<file path="config.mk">
export PLATFORM = sky130hd
export DESIGN_NAME = priority_encoder_seq
export DESIGN_NICKNAME = d
export VERILOG_FILES = /design/src/rtl/priority_enc_pkg.sv /design/src/rtl/prio_find.sv /design/src/rtl/priority_encoder_seq.sv
export SDC_FILE = /design/constraint.sdc
export NUM_CORES = 1
export LEC_CHECK = 0
export CAP_MARGIN = 20
export CORE_AREA = 5 5 42 44
export CTS_BUF_LIST = sky130_fd_sc_hd__clkbuf_8 sky130_fd_sc_hd__clkbuf_16
export DETAILED_ROUTE_END_ITERATION = 8
export DIE_AREA = 0 0 47 49
export PLACE_DENSITY = 0.82
export SLEW_MARGIN = 40
export SYNTH_ARGS = -nofsm -noshare
export SYNTH_HDL_FRONTEND = slang
export SYNTH_SLANG_ARGS = --single-unit
</file>
<file path="constraint.sdc">
create_clock -name clk -period 4.55 [get_ports clk]
set_input_delay 0.91 -clock clk [delete_from_list [all_inputs] [get_ports clk]]
set_output_delay 0.91 -clock clk [all_outputs]
set_load 0.01 [all_outputs]
</file>
<file path="src/rtl/priority_enc_pkg.sv">
// Shared definitions for the sequential 8-to-3 priority encoder.
//   N_LINES / CODE_W : line count and encoded code width
//   state_t          : two-state handshake FSM encoding
//   line_bit()       : code k <-> request_n bit index (7-k), the decoder's output format
//   req_to_pending() : active-low request bus -> active-high vector indexed by code
package priority_enc_pkg;

  localparam int N_LINES = 8;
  localparam int CODE_W  = 3;

  typedef enum logic {
    IDLE    = 1'b0,
    PRESENT = 1'b1
  } state_t;

  // Code k is signalled on request_n[7-k]; the mapping is its own inverse.
  function automatic logic [CODE_W-1:0] line_bit(input logic [CODE_W-1:0] k);
    return CODE_W'(N_LINES - 1) - k;
  endfunction

  function automatic logic [N_LINES-1:0] req_to_pending(input logic [N_LINES-1:0] req_n);
    logic [N_LINES-1:0] vec;
    vec = '0;
    for (int k = 0; k < N_LINES; k++) begin
      vec[k] = ~req_n[line_bit(CODE_W'(k))];
    end
    return vec;
  endfunction

endpackage

</file>
<file path="src/rtl/prio_find.sv">
// Combinational highest-set-index finder.
//   vec   : input bit vector, bit k = code k
//   idx   : index of the highest set bit (0 when nothing is set)
//   found : at least one bit of vec is set
module prio_find
  import priority_enc_pkg::*;
(
  input  logic [N_LINES-1:0] vec,
  output logic [CODE_W-1:0]  idx,
  output logic               found
);

  // Ascending scan: the last set bit seen is the highest one.
  always_comb begin
    idx = '0;
    for (int i = 0; i < N_LINES; i++) begin
      if (vec[i]) idx = CODE_W'(i);
    end
    found = |vec;
  end

endmodule

</file>
<file path="src/rtl/priority_encoder_seq.sv">
// Sequential 8-to-3 priority encoder (return path of the 3-to-8 active-low decoder).
//   clk, rst      : clock, asynchronous active-high reset
//   G             : 1 = freeze (no capture, no grant; a presented code is withdrawn)
//   request_n     : active-low requests, code k on request_n[7-k]
//   ack           : consumer accepts the presented code
//   {C,B,A}       : registered code of the current/last grant
//   out_valid     : {C,B,A} carries a pending code awaiting ack
//   any_pend      : at least one pending bit set
//   state_dbg     : current FSM state
//
// Handshake: a code is offered while out_valid=1 and is held stable until the
// cycle where ack=1 and G=0 are sampled at a rising edge; that edge consumes it
// (pending bit cleared, out_valid drops). ack sampled with out_valid=0 is ignored.
module priority_encoder_seq
  import priority_enc_pkg::*;
(
  input  logic               clk,
  input  logic               rst,
  input  logic               G,
  input  logic [N_LINES-1:0] request_n,
  input  logic               ack,
  output logic               A,
  output logic               B,
  output logic               C,
  output logic               out_valid,
  output logic               any_pend,
  output state_t             state_dbg
);

  state_t              state_q, state_d;
  logic [N_LINES-1:0]  pending_q, pending_d;
  logic [CODE_W-1:0]   code_q, code_d;
  logic                out_valid_q, out_valid_d;
  logic                any_pend_q, any_pend_d;

  logic [N_LINES-1:0]  set_vec;
  logic [N_LINES-1:0]  clr_vec;
  logic [CODE_W-1:0]   find_idx;
  logic                find_found;

  // Grants are chosen from the registered pending value, so a request
  // captured at edge n can be granted at edge n+1 at the earliest.
  prio_find u_find (
    .vec   (pending_q),
    .idx   (find_idx),
    .found (find_found)
  );

  always_comb begin
    state_d  = state_q;
    code_d   = code_q;
    clr_vec  = '0;
    set_vec  = G ? '0 : req_to_pending(request_n);

    case (state_q)
      IDLE: begin
        if (!G && find_found) begin
          code_d  = find_idx;
          state_d = PRESENT;
        end
      end
      PRESENT: begin
        // Higher requests arriving here only accumulate in pending; no preemption.
        if (G) begin
          state_d = IDLE;
        end else if (ack) begin
          clr_vec = N_LINES'(1) << code_q;
          state_d = IDLE;
        end
      end
      default: state_d = IDLE;
    endcase

    // Set wins over clear when the acked line is still requesting.
    pending_d   = (pending_q & ~clr_vec) | set_vec;
    out_valid_d = (state_d == PRESENT);
    any_pend_d  = |pending_d;
  end

  always_ff @(posedge clk or posedge rst) begin
    if (rst) begin
      state_q     <= IDLE;
      pending_q   <= '0;
      code_q      <= '0;
      out_valid_q <= 1'b0;
      any_pend_q  <= 1'b0;
    end else begin
      state_q     <= state_d;
      pending_q   <= pending_d;
      code_q      <= code_d;
      out_valid_q <= out_valid_d;
      any_pend_q  <= any_pend_d;
    end
  end

  assign A         = code_q[0];
  assign B         = code_q[1];
  assign C         = code_q[2];
  assign out_valid = out_valid_q;
  assign any_pend  = any_pend_q;
  assign state_dbg = state_q;

endmodule

</file>
# --- Word level (Yosys, flattened, before mapping) ---
# Cells that the tools add are included.
op_classes:
  n_mux: 15
  bitwise_logic: 12
  reduce_logical: 5
  n_shift: 1
op_table:
  columns: ["operator", "n"]
  rows:
  - ["$mux 8", 4]
  - ["$reduce_or 8->1", 2]
  - ["$mux 3", 4]
  - ["$not 1->1", 9]
  - ["$and 8x8->8", 1]
  - ["$not 8->8", 1]
  - ["$or 8x8->8", 1]
  - ["$shl 1x3->8 const A", 1]
  - ["$mux 1", 4]
  - ["$mux 2", 2]
  - ["$pmux 1 s2", 1]
  - ["$reduce_and 2->1", 1]
  - ["$logic_and 1x1->1", 1]
  - ["$logic_not 1->1", 1]
totals:
  word_cells: 37
  register_bits: 13
  inputBits: 12

# --- Longest topological paths before layout ---
# Gate-level depths: netlist of run 1.
depth:
  word_depth: 8
  depth_mapped: 5
  mapped_depth_nobuf: 5

# --- Cells and area by module ---
# A second synthesis of run 1 with hierarchy kept.
hier_totals:
  hier_cells: 71
  hier_area_um2: 701.9
by_module_without_submodules:
  columns: ["mod", "seq_area_each_um2", "area_per_inst_um2", "n_inst", "cells_per_inst"]
  rows:
  - ["priority_encoder_seq", 325.3, 635.6, 1, 59]
  - ["prio_find", 0.0, 66.3, 1, 12]

# --- Worst setup path before layout of run 1 ---
# No wires, ideal clock.
synth_path:
  kind: "input to register"
  startpoint: "in G"
  endpoint: "reg any_pend_q, in the netlist any_pend"
  arrival_time_ps: 1902
  setup_slack_ps: 2519
  stages: 5
  setup_ps: 129
  cell_sequence: "or4b_1 > o21ai_0 > o21ai_1 > nor4_1 > nand2_1"
synth_between:
  elab_chain_cells: 6
synth_lines:
  columns: ["element", "line", "source"]
  rows:
  - ["start: declaration", "priority_encoder_seq.sv:19", "input logic G,"]
  - ["$mux 8", "priority_encoder_seq.sv:64", "if (G) begin"]
  - ["$mux 8", "priority_encoder_seq.sv:55", "case (state_q)"]
  - ["$not 8->8", "priority_encoder_seq.sv:75", "pending_d = (pending_q & ~clr_vec) | set_vec;"]
  - ["$and 8x8->8", "priority_encoder_seq.sv:75", null]
  - ["$or 8x8->8 (*)", "priority_encoder_seq.sv:75", null]
  - ["via pending_d[0]", "priority_encoder_seq.sv:31", "logic [N_LINES-1:0] pending_q, pending_d;"]
  - ["$reduce_or 8->1 (*)", "priority_encoder_seq.sv:77", "any_pend_d = |pending_d;"]
  - ["via any_pend_d", "priority_encoder_seq.sv:34", "logic any_pend_q, any_pend_d;"]
  - ["end signal: assignment", "priority_encoder_seq.sv:92", "any_pend_q <= any_pend_d;"]
  - ["end: declaration", "priority_encoder_seq.sv:34", null]
# Mark *: on every way through the listed nets, which the timed path passes. The rest lies on a longest branch.
# A chain may end at the register's enable or synchronous reset.

# --- Final worst setup path of run 1 ---
# Same ends and word-level chain as after synthesis.

==> metrics.cfg, run 1 <==
[status]
status=finished, final reports clean

[yosys]
synth-seq-cells=13
synthDistinctLibCells=18
syn_area_per_cell_um2=9.780
seq_area_frac_synth_pct=55.44
synthCells=60
synth_nets=72
netlist_area_um2=586.8
ys_warn_count=0

[cells_and_area]
regArea_um2=325.3
drive_gt1_share_pct=3.797
fillers=133
final_nets=92
syn2layout_area_growth_pct=37.95
antennaDiodeCount=0
fin_util_pct=57.77
multi_input_area_um2=237.7

[min_path]
hp-class=register to register
min-delay-start=code_q[2]$_DFFE_PP0P_

[clock_tree]
clkTransAtPathRegs_ns=0.05
cts_root_buf=clkbuf_8
clk_latency_ns=0.24
clock-sinks=13
cts_buffer_depth=2
cts_setup_buffers=0
cts_tree=built
htreeDepth=1
numCtsBuffers=3
ctsResizeCount=0
cts_hold_buf=0

[critical_path]
cp-startpoint=G
cp-end-kind=register
cp.required_ns=4.67
worst-path-max-fanout=14
worst-setup-path-type=input pin to register
rr_startpoint=code_q[0]$_DFFE_PP0P_
cp-start-kind=input pin
cp.arrival_ns=2.74

[global_routing]
grt_max_degree=15
grt_pass1_wl_um=2359
track_usage_pct=14.29
grt_antenna_before_repair=0
grt_overflow=0
grt_pass1_vias=555

[detailed_routing]
drt-initial-drc-count=5
dr.max_layer_used=met4
vias=544
wl_met1_um=531
avgRoutedWirePerCell_um=14.36
routed_wl_um=1364
viasPerCell=5.726
wl_met3_um=123
drc=0
postRouteAntennaNets=0
met2RoutedLength_um=665
drt-pass1-iter-count=4

[timing]
fin_ws_ns=1.934
setup_viol=0
rsz0062_at_grt=no
fmax_mhz=382.2
tightest_slew_ns=0.4859
final_hold_viol_count=0
layout_min_cycle_time_ns=2.616
drv_slew=0
fin_crit_sh_pct=57.50
fin_skew_ns=0.004319
relSlewSlack_pct=67.57
tns_ns=0

[die]
core_area_mm2=0.001401
start_util_pct=41.88
pin_count=18
fp.dieH_um=49
chipWidth_um=47
row_count=14
die_area_mm2=0.002303

[power_and_ir_drop]
p_leak_uw=0.0003024
ir_worst_vdd_mv=0.2503
power_uw=287.0
p_per_area_mw_per_mm2=354.5

[place]
numPortBuffers=17
hpwlAfterDp_um=1020
gp_congestion=0.8704
post-place-ws_ns=1.668

[job]
maxCapViolCount=0

layout make-up:
type | count | area share (%)
timing repair buffer | 17 | 21.02
multi-input combinational | 42 | 29.37
sequential | 13 | 40.19
clock inverter | 1 | 0.4637
tap | 16 | 2.473
clock buffer | 3 | 5.100
inverter | 3 | 1.391
routing by layer:
layer  GRT usage (%)  up-vias
met5               0        -
met4           8.295        0
met3           5.535        7
met2           21.04       21
met1           17.01      261
li1                -      255
synthesized netlist by cell type:
cell / n / area (um2)
dfrtp_1: 13 / 325.3
buf_4: 1 / 7.510
a21oi_1: 2 / 10.01
or2b_1: 1 / 7.510
clkbuf_2: 1 / 5.000
nor2_1: 2 / 7.510
nand4b_1: 1 / 8.760
or4b_1: 1 / 10.01
inv_1: 3 / 11.26
nand2_1: 5 / 18.77
nand2b_1: 1 / 6.260
nor3_1: 2 / 10.01
o21ai_1: 3 / 15.01
o21bai_1: 1 / 7.510
nor4_1: 3 / 18.77
nand4bb_1: 2 / 22.52
o21ai_0: 17 / 85.08
a311o_1: 1 / 10.01
final timing paths:
kind	to	slack (ns)	cells after the start
worst min register to register	code_q[2]$_DFFE_PP0P_	0.54	2
min in group asynchronous	out_valid$_DFF_PP0_	0.98	2
worst max-delay path	any_pend$_DFF_PP0_	1.93	6
worst max register to register	any_pend$_DFF_PP0_	2.82	5
worst min-delay path	code_q[2]$_DFFE_PP0P_	0.54	2
max in group asynchronous	pending_q[2]$_DFF_PP0_	3.23	2
stage by stage:
| stage | cell area [um2] | cells | hold WS [ns] |
|---|---|---|---|
| floorplan | 586.8 | 60 | 0.5112 |
| CTS | 809.5 | 95 | 0.5426 |
| global route | 809.5 | 95 | 0.6027 |
| finish | 809.5 | 95 | 0.5370 |
| global placement | 764.5 | 91 | 0.5133 |
| detailed placement | 764.5 | 91 | 0.5259 |
layout by cell type, fill, tap and decap left out:
cell / n
nor3_1: 2
inv_1: 4
o21ai_0: 17
o21ai_1: 3
nor4_1: 3
nand4b_1: 1
dfrtp_1: 13
nor2_1: 2
nand2_1: 5
a21oi_1: 2
a311o_1: 1
clkbuf_8: 3
clkdlybuf4s50_1: 17
or4b_1: 1
or2b_1: 1
nand4bb_1: 2
nand2b_1: 1
o21bai_1: 1
state kept, by name (all words and copies together), names as in the netlist:
name and cells:
out_valid 1, pending_q 8, any_pend 1, code_q 3
cell families after synthesis:
| logic type | share of synthesized area (%) |
|---|---|
| AO/OA/AOI/OAI | 21.75 |
| AND/OR/NAND/NOR | 18.77 |
| flip-flops | 55.44 |
| buffers and inverters | 4.051 |
report_power, final:
group | internal [uW] | switching [uW]
combinational | 28.4 | 21.1
clock | 59.5 | 39.4
sequential | 126 | 12.5
worst max-delay path, cell delays in order:
cell and delay (ns):
clkdlybuf4s50_1 0.62, or4b_1 0.58, o21ai_0 0.20, o21ai_1 0.10, nor4_1 0.24, nand2_1 0.08
Power figures use the tool's default switching activity.
==> run 2, diff against run 1 <==
- CORE_AREA: 5 5 42 44 -> 5 5 43 45
- DIE_AREA: 0 0 47 49 -> 0 0 48 50
- PLACE_DENSITY: 0.82 -> 0.79
- clock period: 4.55 -> 2.55 ns (I/O delays scaled with it)
==> run 2 against run 1 <==
Die area up 4.2%; first-iteration DRC count rose to 7.8 times the previous value; design area up 1.1%; total power up 83%; critical path type unchanged; largest power group unchanged.
==> metrics.cfg, run 2 (same netlist as run 1, synthesis figures left out) <==
[critical_path]
crit_slowest_cell=or4b_1
cp-start-kind=input pin
worst-setup-path-type=input pin to register
worst-path-max-fanout=2  ; -12
cp-end-kind=register
cp.required_ns=2.68  ; -1.99 ns
slowest_delay_ns=0.50  ; -0.12 ns
cp.arrival_ns=2.08  ; -0.66 ns
worstPathCellList=clkdlybuf4s50_1, or4b_1, o21ai_0, o21ai_1, nor4_1, nand2_1

[timing]
fin_skew_ns=0.001180  ; -0.003139 ns
rsz0062_at_grt=no
final_hold_viol_count=0  ; unchanged
fin_crit_sh_pct=76.72
drv_slew=0  ; unchanged
tightest_slew_ns=0.4867  ; +0.0007758 ns
layout_min_cycle_time_ns=1.956
relSlewSlack_pct=67.52  ; about the same
setup_viol=0  ; unchanged
tns_ns=0  ; unchanged
fmax_mhz=511.2

[clock_tree]
cts_root_buf=clkbuf_8
htreeDepth=1  ; unchanged
clock-sinks=13  ; unchanged
ctsResizeCount=0  ; unchanged
cts_buffer_depth=2  ; unchanged
cts_tree=built
numCtsBuffers=3  ; unchanged
clk_latency_ns=0.25  ; about the same
clkTransAtPathRegs_ns=0.06  ; about the same
cts_hold_buf=0  ; unchanged
cts_setup_buffers=0  ; unchanged

[die]
pin_count=18  ; unchanged
fp.dieH_um=50  ; +2.0%
chipWidth_um=48  ; +2.1%
die_area_mm2=0.002400  ; +4.2%
core_area_mm2=0.001436  ; +2.5%
start_util_pct=40.85  ; -1.0 points
row_count=14  ; unchanged

[place]
numPortBuffers=17  ; unchanged
place_inst=92  ; +1.1%
gp_congestion=0.7716  ; -11%
hpwlAfterDp_um=1035  ; +1.4%

[cells_and_area]
top_regs=pending_q: 8 flops, code_q: 3 flops
final_cells=96  ; +1.1%
largest_reg_flops=8  ; unchanged
regArea_um2=325.3  ; unchanged
layout_common_cells=17 x o21ai_0, 17 x clkdlybuf4s50_1, 13 x dfrtp_1
syn2layout_area_growth_pct=39.45
fillers=138  ; +3.8%
multi_input_area_um2=237.7  ; unchanged
antennaDiodeCount=0  ; unchanged
regMostFlops=pending_q
drive_gt1_share_pct=6.250  ; +2.5 points
final_nets=93  ; +1.1%

[global_routing]
grt_max_degree=14  ; -1
grt_overflow=0  ; unchanged
grt_antenna_before_repair=0  ; unchanged
grt_pass1_vias=526  ; -5.2%
track_usage_pct=14.01  ; -0.28 points
grt_pass1_wl_um=2387  ; +1.2%

[detailed_routing]
drc=0  ; unchanged
viasPerCell=5.958  ; +4.1%
avgRoutedWirePerCell_um=15.06  ; +4.9%
drt-initial-drc-count=39  ; +34
routed_wl_um=1446  ; +6.0%
postRouteAntennaNets=0  ; unchanged
vias=572  ; +5.1%
drt-pass1-iter-count=4  ; unchanged

[status]
status=finished, final reports clean

[power_and_ir_drop]
p_leak_uw=0.0003058  ; +1.1%
power_uw=525.5  ; +83%
ir_worst_vdd_mv=0.4039  ; +61%
p_per_area_mw_per_mm2=642.2  ; +81%

[min_path]
hp-class=register to register

[job]
maxCapViolCount=0  ; unchanged

run 2: cell types whose count changed in the layout (fill, tap and decap cells not counted):
| cell | previous run | this run |
|---|---|---|
| inv_1 | 4 | 3 |
| buf_4 | 0 | 1 |
| clkinv_2 | 0 | 1 |
run 2: worst max-delay path: cells and delay by family:
| kind | cells | cell delay, ns |
|---|---|---|
| AO/OA/AOI/OAI | 2 | 0.32 |
| AND/OR/NAND/NOR | 3 | 0.83 |
| buffers and inverters | 1 | 0.41 |
run 2: final timing paths:
check,startpoint,to,cells past startpoint,slack [ns]
setup / recovery,G,any_pend$_DFF_PP0_,6,0.59
hold / removal,code_q[2]$_DFFE_PP0P_,code_q[2]$_DFFE_PP0P_,2,0.54
setup reg to reg,code_q[0]$_DFFE_PP0P_,any_pend$_DFF_PP0_,5,0.78
hold reg to reg,code_q[2]$_DFFE_PP0P_,code_q[2]$_DFFE_PP0P_,2,0.54
max in group asynchronous,rst,code_q[1]$_DFFE_PP0P_,2,1.64
min in group asynchronous,rst,code_q[2]$_DFFE_PP0P_,2,0.58
run 2: through the flow:
step                      area, um2  hold slack [ns]  setup slack, ns  utilization (%)
after floorplan               586.8           0.3870           0.9193                -
after global placement        772.0           0.5116           0.3713            53.75
after detailed placement      772.0           0.5247           0.3643            53.75
after CTS                     818.3           0.5479           0.6065            56.97
after global routing          818.3           0.5950           0.4630            56.97
final                         818.3           0.5376           0.5936            56.97
run 2: routing by layer:
metal | up-vias | wire length, um | GRT usage (%)
met3 | 9 | 144 | 3.273
met5 | - | 0 | 0
met1 | 262 | 566 | 17.41
li1 | 260 | - | -
met4 | 0 | 63 | 8.072
met2 | 41 | 672 | 21.15
run 2: final cells by class:
class	count	share of cell area [%]
Clock buffer	3	5.046
Inverter	3	1.376
Sequential cell	13	39.76
Timing Repair Buffer	18	21.71
Clock inverter	1	0.6116
Tap cell	16	2.446
Multi-Input combinational cell	42	29.05
run 2: power by group:
part           total, uW  internal [uW]  leakage, uW  switching, uW
Clock                187            108    0.0000255           79.3
Combinational       91.6           51.7     0.000154           39.9
Sequential           246            225     0.000127           21.7
Total                525            385     0.000306            141
==> run 3, diff against run 2 <==
- clock period: 2.55 -> 1.9 ns (I/O delays scaled with it)
==> run 3 against run 2 <==
Flip-flop and latch count is the same; total power is 32% higher; utilization grew 1.1 points; routed wire length fell by 9.2%; first-iteration DRC count is 74% lower; critical path depth is the same; final cell count up 1.0%; clock power increased by 25%; register-to-register slack worse by 0.60 ns; die area is the same; clock skew is 0.0032 ns higher; worst setup slack worse by 0.48 ns; largest cell class unchanged.
==> metrics.cfg, run 3 (same netlist as run 1, synthesis figures left out) <==
[timing]
relSlewSlack_pct=68.27  ; +0.75 points
final_hold_viol_count=0  ; unchanged
whs_ns=0.4567  ; -0.08092 ns
fin_ws_ns=0.1098  ; -0.4839 ns
tightest_slew_ns=0.4754  ; -0.01126 ns
layout_min_cycle_time_ns=1.790
fmax_mhz=558.6
fin_skew_ns=0.004350  ; +0.003170 ns
setup_viol=0  ; unchanged
fin_crit_sh_pct=94.22
drv_slew=0  ; unchanged

[critical_path]
crit_slowest_cell=or4b_4
cp.required_ns=2.01  ; -0.67 ns
path_buf_inv=1  ; unchanged
cp.arrival_ns=1.90  ; -0.18 ns
crit_family=simple AND/OR/NAND/NOR gates
cp-end-kind=register
critical_path.most_common_cell=o21ai_1
cp-start-kind=input pin
worstPathCellList=clkdlybuf4s50_1, or4b_4, o21ai_1, o21ai_1, nor4_2, nand2_1
worst-setup-path-type=input pin to register
worst-path-max-fanout=2  ; unchanged
slowest_delay_ns=0.50  ; about the same

[detailed_routing]
drt-initial-drc-count=10  ; -74%
postRouteAntennaNets=0  ; unchanged
drt-pass1-iter-count=4  ; unchanged
viasPerCell=5.608  ; -5.9%
drc=0  ; unchanged
avgRoutedWirePerCell_um=13.54  ; -10%
vias=544  ; -4.9%
routed_wl_um=1313  ; -9.2%

[global_routing]
grt_antenna_before_repair=0  ; unchanged
grt_pass1_vias=527  ; +0.19%
grt_pass1_wl_um=2152  ; -9.8%
track_usage_pct=12.27  ; -1.7 points
grt_overflow=0  ; unchanged
grt_max_degree=14  ; unchanged

[power_and_ir_drop]
power_frac_clock_pct=33.7  ; -2.0 points
internal-power_uw=518.4  ; +35%
switching_share_pct=25.32  ; -1.5 points
p_sw_uw=175.8  ; +25%
p_per_area_mw_per_mm2=831.9  ; +30%
ir_worst_vdd_mv=0.6095  ; +51%
p_comb_share_pct=19.1  ; +1.7 points
p_leak_uw=0.0003123  ; +2.1%
pwr-share-seq_pct=47.1  ; +0.2 points

[cells_and_area]
fin_util_pct=58.10  ; +1.1 points
layout_commonest_cell=clkdlybuf4s50_1
fillers=132  ; -4.3%
regMostFlops=pending_q
antennaDiodeCount=0  ; unchanged
regArea_um2=325.3  ; unchanged
layout_common_cells=17 x clkdlybuf4s50_1, 13 x dfrtp_1, 11 x o21ai_1
drive_gt1_share_pct=8.642  ; +2.4 points
final_cells=97  ; +1.0%
syn2layout_area_growth_pct=42.22
multi_input_area_um2=247.7  ; +4.2%
final_nets=94  ; +1.1%
largest_reg_flops=8  ; unchanged
top_regs=pending_q: 8 flops, code_q: 3 flops
stdcell_area_um2=834.6  ; +2.0%

[clock_tree]
htreeDepth=1  ; unchanged
cts_buffer_depth=2  ; unchanged
clk_latency_ns=0.24  ; about the same
cts_hold_buf=0  ; unchanged
clkTransAtPathRegs_ns=0.06  ; about the same
clock-sinks=13  ; unchanged
cts_root_buf=clkbuf_8
cts_tree=built
numCtsBuffers=3  ; unchanged

[die]
fp.dieH_um=50  ; unchanged
row_count=14  ; unchanged
core_area_mm2=0.001436  ; unchanged
start_util_pct=40.85  ; unchanged
die_area_mm2=0.002400  ; unchanged
pin_count=18  ; unchanged
chipWidth_um=48  ; unchanged

[place]
hpwlAfterDp_um=1029  ; -0.61%
post-place-ws_ns=-0.1587  ; -0.5230 ns
placed_cell_area_um2=779.5  ; +0.97%
place_inst=93  ; +1.1%
gp_congestion=0.7529  ; -2.4%
numPortBuffers=17  ; unchanged

[job]
maxCapViolCount=0  ; unchanged

[status]
status=finished, final reports clean

[min_path]
hp-class=input pin to async pin

==> run 3: per-layer routing <==
metal  track usage (%)  wire (um)  vias up
met1             15.66        568      254
met4             5.381         19        0
li1                  -          -      265
met3             2.182         89        4
met5                 0          0        -
met2             19.38        635       21
==> run 3: power groups by stage <==
| stage | Clock, uW | Combinational [uW] | Sequential, uW |
|---|---|---|---|
| after global routing | 255 | 148 | 331 |
| after detailed placement | 0 | 129 | 331 |
| after CTS | 240 | 130 | 326 |
| after floorplan | 0 | 50.4 | 335 |
| final | 234 | 133 | 327 |
| after global placement | 0 | 127 | 329 |
==> run 3: worst paths after layout <==
path	start	end	slack (ns)	depth (start not counted)
min in group clk	code_q[2]$_DFFE_PP0P_	code_q[2]$_DFFE_PP0P_	0.54	2
worst min-delay path	rst	pending_q[2]$_DFF_PP0_	0.46	2
worst min register to register	code_q[2]$_DFFE_PP0P_	code_q[2]$_DFFE_PP0P_	0.54	2
worst max register to register	code_q[0]$_DFFE_PP0P_	any_pend$_DFF_PP0_	0.18	5
max in group asynchronous	rst	any_pend$_DFF_PP0_	1.12	2
worst max-delay path	G	any_pend$_DFF_PP0_	0.11	6
==> run 3: area by class of cell <==
cell class                 instances  share of cell area [%]
clock buffer                       3                   4.948
clock inverter                     1                  0.4498
inverter                           3                   1.349
multi-input combinational         42                   29.69
sequential                        13                   38.98
tap                               16                   2.399
timing repair buffer              19                   22.19
==> run 3: timing repair <==
item                                    CTS  global route
setup buffers                             0             0
endpoints found under the setup margin    0             1
gates resized for setup                   0            10
==> run 3: stage by stage <==
step	total power, uW	setup TNS (ns)
detailed placement	460.2	-0.1587
global route	734.8	-0.01123
floorplan	385.3	0
CTS	695.7	0
global placement	456.8	-0.1451
finish	694.3	0
